`config.mk`:
```
export PLATFORM = sky130hd
export DESIGN_NAME = aq_gemac_tx_arb
export DESIGN_NICKNAME = d
export VERILOG_FILES = /design/src/rtl/aq_gemac_pkg.sv /design/src/rtl/aq_gemac_rr_pick.sv /design/src/rtl/aq_gemac_tx_arb.sv
export SDC_FILE = /design/constraint.sdc
export NUM_CORES = 1
export LEC_CHECK = 0
export BUFFER_PORTS_ARGS = -buffer_cell sky130_fd_sc_hd__clkbuf_2
export CAP_MARGIN = 25
export CELL_PAD_IN_SITES_DETAIL_PLACEMENT = 0
export CELL_PAD_IN_SITES_GLOBAL_PLACEMENT = 1
export CORE_MARGIN = 10
export CORE_UTILIZATION = 27
export CTS_CLUSTER_DIAMETER = 120
export DETAILED_ROUTE_END_ITERATION = 8
export GPL_TIMING_DRIVEN = 0
export PLACE_DENSITY = 0.75
export SYNTH_ARGS = -nofsm -noshare
export SYNTH_HDL_FRONTEND = slang
export SYNTH_SLANG_ARGS = --single-unit
```
`constraint.sdc`:
```
create_clock -name clk -period 1.91 [get_ports clk]
set_input_delay 0.382 -clock clk [delete_from_list [all_inputs] [get_ports clk]]
set_output_delay 0.382 -clock clk [all_outputs]
set_load 0.02 [all_outputs]
```
`src/rtl/aq_gemac_pkg.sv`:
```
`default_nettype none
// ============================================================================
// Module      : aq_gemac_pkg
// Description : Shared types and widths for the GEMAC TX buffer arbiter.
// Revision    : 1.0 - initial release
// ============================================================================

package aq_gemac_pkg;

    typedef enum logic [1:0] {
        ST_IDLE    = 2'd0,
        ST_GRANT   = 2'd1,
        ST_XFER    = 2'd2,
        ST_RELEASE = 2'd3
    } arb_state_t;

    localparam int c_tx_word_w  = 32;
    localparam int c_tx_space_w = 10;
    localparam int c_timer_w    = 10;

endpackage

`default_nettype wire

```
`src/rtl/aq_gemac_rr_pick.sv`:
```
`default_nettype none
// ============================================================================
// Module      : aq_gemac_rr_pick
// Description : Combinational round-robin picker, searching from ptr+1.
// Revision    : 1.0 - initial release
// ============================================================================

module aq_gemac_rr_pick #(
    parameter int NUM_REQ = 4,
    parameter int IDX_W   = 2
) (
    input  logic [NUM_REQ-1:0] req,
    input  logic [IDX_W-1:0]   ptr,
    output logic               valid,
    output logic [IDX_W-1:0]   idx
);

    logic [IDX_W:0]   w_sum;
    logic [IDX_W-1:0] w_cand;

    // Walk the offsets from farthest to nearest so the nearest set bit wins.
    always_comb begin
        valid  = 1'b0;
        idx    = '0;
        w_sum  = '0;
        w_cand = '0;
        for (int k = NUM_REQ; k >= 1; k--) begin
            w_sum = {1'b0, ptr} + (IDX_W+1)'(k);
            if (w_sum >= (IDX_W+1)'(NUM_REQ)) begin
                w_sum = w_sum - (IDX_W+1)'(NUM_REQ);
            end
            w_cand = w_sum[IDX_W-1:0];
            if (req[w_cand]) begin
                valid = 1'b1;
                idx   = w_cand;
            end
        end
    end

endmodule

`default_nettype wire

```
`src/rtl/aq_gemac_tx_arb.sv`:
```
`default_nettype none
// ============================================================================
// Module      : aq_gemac_tx_arb
// Description : Frame-atomic round-robin arbiter for the MAC TX buffer port.
// Revision    : 1.0 - initial release
// ============================================================================

module aq_gemac_tx_arb
    import aq_gemac_pkg::*;
#(
    parameter int NUM_REQ       = 4,
    parameter int GRANT_TIMEOUT = 64
) (
    input  logic                        clk,
    input  logic                        rst_n,
    input  logic [NUM_REQ-1:0]          req,
    output logic [NUM_REQ-1:0]          gnt,
    input  logic [NUM_REQ-1:0]          req_we,
    input  logic [NUM_REQ-1:0]          req_start,
    input  logic [NUM_REQ-1:0]          req_end,
    input  logic [32*NUM_REQ-1:0]       req_data,
    output logic [NUM_REQ-1:0]          req_full,
    output logic [c_tx_space_w-1:0]     gnt_space,
    output logic                        tx_we,
    output logic                        tx_start,
    output logic                        tx_end,
    output logic [c_tx_word_w-1:0]      tx_data,
    input  logic                        tx_ready,
    input  logic                        tx_full,
    input  logic [c_tx_space_w-1:0]     tx_space,
    output logic                        busy,
    output logic                        timeout_evt,
    output logic                        drop_evt,
    output logic [15:0]                 frame_cnt
);

    localparam int                    c_idx_w   = (NUM_REQ > 1) ? $clog2(NUM_REQ) : 1;
    localparam logic [c_timer_w-1:0]  c_timeout = c_timer_w'(GRANT_TIMEOUT);
    localparam logic [c_idx_w-1:0]    c_ptr_rst = c_idx_w'(NUM_REQ - 1);

    arb_state_t             r_state;
    arb_state_t             w_state_nxt;
    logic [c_idx_w-1:0]     r_ptr;
    logic [c_idx_w-1:0]     r_win;
    logic [c_idx_w-1:0]     w_win_nxt;
    logic [c_idx_w-1:0]     w_pick_idx;
    logic                   w_pick_valid;
    logic [NUM_REQ-1:0]     r_gnt;
    logic [NUM_REQ-1:0]     w_gnt_nxt;
    logic [c_timer_w-1:0]   r_timer;
    logic [15:0]            r_frame_cnt;
    logic                   w_active;
    logic                   w_req;
    logic                   w_we;
    logic                   w_start;
    logic                   w_end;
    logic                   w_fwd;
    logic                   w_drop;
    logic                   w_tmo;
    logic                   w_frame_done;
    logic [c_tx_word_w-1:0] w_req_data [NUM_REQ];

    for (genvar gi = 0; gi < NUM_REQ; gi++) begin : g_unpack
        assign w_req_data[gi] = req_data[gi*32 +: 32];
    end

    aq_gemac_rr_pick #(
        .NUM_REQ (NUM_REQ),
        .IDX_W   (c_idx_w)
    ) u_pick (
        .req   (req),
        .ptr   (r_ptr),
        .valid (w_pick_valid),
        .idx   (w_pick_idx)
    );

    assign w_active = (r_state == ST_GRANT) || (r_state == ST_XFER);
    assign w_req    = req[r_win];
    assign w_we     = req_we[r_win];
    assign w_start  = req_start[r_win];
    assign w_end    = req_end[r_win];

    // START always takes priority over timeout expiry and a dropped request.
    always_comb begin
        w_state_nxt  = r_state;
        w_win_nxt    = r_win;
        w_fwd        = 1'b0;
        w_drop       = 1'b0;
        w_tmo        = 1'b0;
        w_frame_done = 1'b0;
        case (r_state)
            ST_IDLE: begin
                if (tx_ready && w_pick_valid) begin
                    w_state_nxt = ST_GRANT;
                    w_win_nxt   = w_pick_idx;
                end
            end
            ST_GRANT: begin
                if (w_we && w_start) begin
                    w_fwd        = 1'b1;
                    w_frame_done = w_end;
                    w_state_nxt  = w_end ? ST_RELEASE : ST_XFER;
                end else begin
                    w_drop = w_we;
                    if (r_timer == c_timeout) begin
                        w_tmo       = 1'b1;
                        w_state_nxt = ST_RELEASE;
                    end else if (!w_req) begin
                        w_state_nxt = ST_RELEASE;
                    end
                end
            end
            ST_XFER: begin
                if (w_we) begin
                    if (w_start) begin
                        w_drop = 1'b1;
                    end else begin
                        w_fwd = 1'b1;
                        if (w_end) begin
                            w_frame_done = 1'b1;
                            w_state_nxt  = ST_RELEASE;
                        end
                    end
                end
            end
            default: begin
                w_state_nxt = ST_IDLE;
            end
        endcase
    end

    always_comb begin
        w_gnt_nxt = '0;
        for (int i = 0; i < NUM_REQ; i++) begin
            if (((w_state_nxt == ST_GRANT) || (w_state_nxt == ST_XFER)) &&
                (w_win_nxt == c_idx_w'(i))) begin
                w_gnt_nxt[i] = 1'b1;
            end
        end
    end

    always_ff @(posedge clk or negedge rst_n) begin
        if (!rst_n) begin
            r_state     <= ST_IDLE;
            r_ptr       <= c_ptr_rst;
            r_win       <= '0;
            r_gnt       <= '0;
            r_timer     <= '0;
            r_frame_cnt <= '0;
        end else begin
            r_state <= w_state_nxt;
            r_win   <= w_win_nxt;
            r_gnt   <= w_gnt_nxt;
            if (r_state == ST_RELEASE) begin
                r_ptr <= r_win;
            end
            if (r_state != ST_GRANT) begin
                r_timer <= '0;
            end else if (r_timer != '1) begin
                r_timer <= r_timer + c_timer_w'(1);
            end
            if (w_frame_done) begin
                r_frame_cnt <= r_frame_cnt + 16'd1;
            end
        end
    end

    assign gnt         = r_gnt;
    assign req_full    = ~r_gnt | {NUM_REQ{tx_full}};
    assign gnt_space   = (|r_gnt) ? tx_space : '0;
    assign tx_we       = w_fwd;
    assign tx_start    = w_fwd & w_start;
    assign tx_end      = w_fwd & w_end;
    assign tx_data     = w_active ? w_req_data[r_win] : '0;
    assign busy        = (r_state != ST_IDLE);
    assign timeout_evt = w_tmo;
    assign drop_evt    = w_drop;
    assign frame_cnt   = r_frame_cnt;

endmodule

`default_nettype wire

```
==> summary.md <==
| Metric | Value |
|---|---|
| Status | `finished, violations left` |
| Failing checks | `negative setup slack` |
| Ys flop type | `dfrtp_1` |
| DP HPWL | `10800 um` |
| Antenna violations before repair | `0` |
| Ant. Diodes | `0` |
| Top cell type's share of synthesized area | `0.262` |
| Hold crit path type | `input pin to asynchronous set/reset pin` |
| Die Ht | `130 um` |
| Layout cells sized above 1 | `0.692` |
| DR DRC count | `0` |
| Net switching power | `roughly 3.8 mW` |
| Clk root buf | `clkbuf_16` |
| Gpl congestion | `0.867` |
| Final worst slack | `-405 ps` |
| Skew-Pair Late Insertion Delay | `270 ps` |
| Hold-fix buffers, CTS | `0` |
| Initial detailed-routing violation count | `roughly 120` |
| Final Hold Viols | `0` |
| Comb power frac | `0.767` |
| Max frequency | `432 MHz` |
| CTS tree | `done` |
| GRT overflow | `0` |
| Starting Density | `0.273` |
| CP top delay family | `buffers and inverters` |
| CP Class | `flop to flop` |
| Slowest CP cell | `or4b_4` |
| Num CTS Buffers | `5` |
| Warnings, synthesis | `0` |
| Hold slack | `223 ps` |
| Count of input and output buffers | `about 230` |
| Number of max-cap violations | `0` |
| Worst setup SP type | `flop` |
| Cell area after synthesis | `0.00325 mm^2` |
| Die width | `between 100 and 150 um` |
| Clock skew | `4.32 ps` |
| Fin crit period | `roughly 2300 ps` |
| Setup crit end kind | `flop` |
| Post-synth EDFFs | `0` |
| CTS sink cnt | `36` |
| Internal Power | `4.81 mW` |
| Avg Cell Area, Syn | `11.1 um^2` |
| Crit-path max cell delay | `around 520 ps` |
| Via density | `4.88` |
| Synth Instances | `between 200 and 300` |
| Drt pass-1 iters | `4` |
| Critical path depth in cells | `9` |
| CP Data Required Time | `2070 ps` |
| CTS H-tree depth | `2` |
| Via count | `3440` |
| Static leakage | `2.68 nW` |
| FFs w/ async S/R, synth | `1.00` |
| FP Rows | `40` |
| Worst-margin pin slew | `a little under 900 ps` |
| Setup-failing EPs final | `56` |
| R2R depth | `9` |
| Max-slew violation count | `0` |
| Most common cell after layout, fill and taps aside | `clkbuf_2` |
| Largest net degree at the start of global routing | `37` |
| Ports | `230` |
| Commonest cells after routing, fill and taps aside | `214 x clkbuf_2, 36 x mux4_2, 31 x dfrtp_1, 24 x buf_4, 24 x and2_1` |
| Switching Share | `0.441` |
| CP cell instances | `buf_6 -> buf_12 -> buf_6 -> mux2i_4 -> a2bb2oi_4 -> buf_6 -> a211oi_4 -> or4b_4 -> xnor2_2` |
| Most frequent CP cell | `buf_6` |
| Core area | `roughly 0.012 mm^2` |
| Global-route usage over all layers | `0.141` |
| Detail Route Antenna Nets | `0` |
| Maximum VDD drop | `0.000554 V` |
| Syn Nets | `459` |
| Worst-path fanout max | `7` |
| Clk slew on worst S/H paths | `around 50 ps` |
| Routed len/inst | `18.7 um` |
| Layout Nets | `723` |
| Post-synthesis cell type count | `52` |
| Number of global-route vias before repair | `3550` |
| Seq pwr share | `0.128` |
| Tot Pwr | `8.61 mW` |
| Full die area | `0.0168 mm^2` |
| Sequential area share after synthesis | `0.278` |
| Area grow syn2layout | `70.9%` |
| Synthesis-stage register bit count | `36` |
| Power density over the cells | `1550 mW/mm^2` |
| Rel. slew slack | `0.406` |
| Crit path buffers/inverters | `4` |
| Global-route wire length before repair | `19100 um` |
| Area leader, netlist | `dfrtp_1` |
| Detailed Route WL | `around 13000 um` |
| Tcrit/Tclk final | `1.21` |
| Clock share of power | `0.104` |
| Critical Path AT | `2470 ps` |
| RSZ-0062 raised after global routing | `yes` |
| Max clock buf depth | `2` |
| Synth top area cells | `dfrtp_1 26%, mux4_2 24%, and2_1 6.7%, xnor2_1 3.8%, ha_1 3.1%` |
[registers in the layout, indices dropped and copies added, names as in the netlist]
name	count
frame_cnt	16
gnt	4
r_ptr	2
r_state	2
r_timer	10
r_win	2
[cell families after synthesis]
kind of cell | share of synthesized area
and+or+nand+nor | 0.224
xor gates and xnor gates | 0.0593
DFF | 0.278
muxes | 0.294
buffers and inverters | 0.0362
adders and majority gates | 0.0308
AOI/OAI and AO/OA | 0.0770
[stage by stage]
step                       util  cells  area (um^2)  setup TNS [ps]  setup slack [ps]
after floorplan               -    293         3330            -366              -104
after global placement    0.392    669         4660          -12490              -407
after detailed placement  0.392    669         4660          -13300              -457
after CTS                 0.445    696         5300          -16930              -421
after global routing      0.466    705         5560          -19910              -451
final                     0.466    705         5560          -16120              -405
[per-layer routing]
metal | track usage | vias to the layer above | wire (um)
met5 | 0 | - | 0
met1 | 0.142 | 1683 | 4480
met3 | 0.0410 | 10 | 1220
met4 | 0.0265 | 0 | 151
li1 | - | 1623 | -
met2 | 0.279 | 124 | 7360
[final cells by class]
| cell class | count | area, um^2 |
|---|---|---|
| Clock inverter | 2 | 35.0 |
| Buffer | 14 | 136 |
| Sequential cell | 36 | 907 |
| Tap cell | 147 | 184 |
| Multi-Input combinational cell | 231 | 2590 |
| Fill cell | 1110 | 6360 |
| Clock buffer | 6 | 129 |
| Inverter | 11 | 43.8 |
| Timing Repair Buffer | 258 | 1530 |
[repair_timing]
item | 4_1_cts | 5_1_grt
setup endpoints to repair | 74 | 62
pin swaps | 13 | 20
setup buffers | 18 | 11
gates cloned | 1 | 0
gates resized for setup | 69 | 61
[worst register-to-register path, delay by kind of cell, from the launching register on]
kind,cells,cell delay [ps]
and+or+nand+nor,1,520
AOI/OAI and AO/OA,2,460
xor gates and xnor gates,1,140
muxes,1,190
buffers and inverters,4,530
DFF,1,370
[worst paths after layout]
path	startpoint	to	slack, ps
worst min-delay path	rst_n	frame_cnt[7]	220
min in group clk	frame_cnt[7]	frame_cnt[7]	490
max in group asynchronous	rst_n	r_win[1]	1070
worst min register to register	frame_cnt[7]	frame_cnt[7]	490
worst max-delay path	r_win[0]	frame_cnt[15]	-400
worst max register to register	r_win[0]	frame_cnt[15]	-400
[power groups by stage]
stage / clock network (mW) / logic (mW) / registers (mW)
after floorplan: 0 / 3.55 / 1.12
after global placement: 0 / 5.09 / 1.09
after detailed placement: 0 / 5.14 / 1.10
after CTS: 0.925 / 6.10 / 1.12
after global routing: 0.959 / 7.05 / 1.13
final: 0.899 / 6.61 / 1.10
[Yosys cell counts (all sizes together) (2+ instances only)]
master   instances
and2            35
a2bb2oi          2
mux4            36
nand4b           4
mux2i            6
o22a             2
nor2b           16
nor3             3
a21oi            5
nor3b            2
nand2           11
o31ai            2
nor2            17
xnor2           14
or4b             2
buf              8
inv             11
dfrtp           34
nand3            7
and3             4
dfstp            2
nand4            5
o2111ai          2
nor4             5
clkbuf           7
ha               8
nand2b           9
xor2             8
a211oi           3
mux2             7
and4             2
Note: power is estimated with default switching activity, not from simulation.
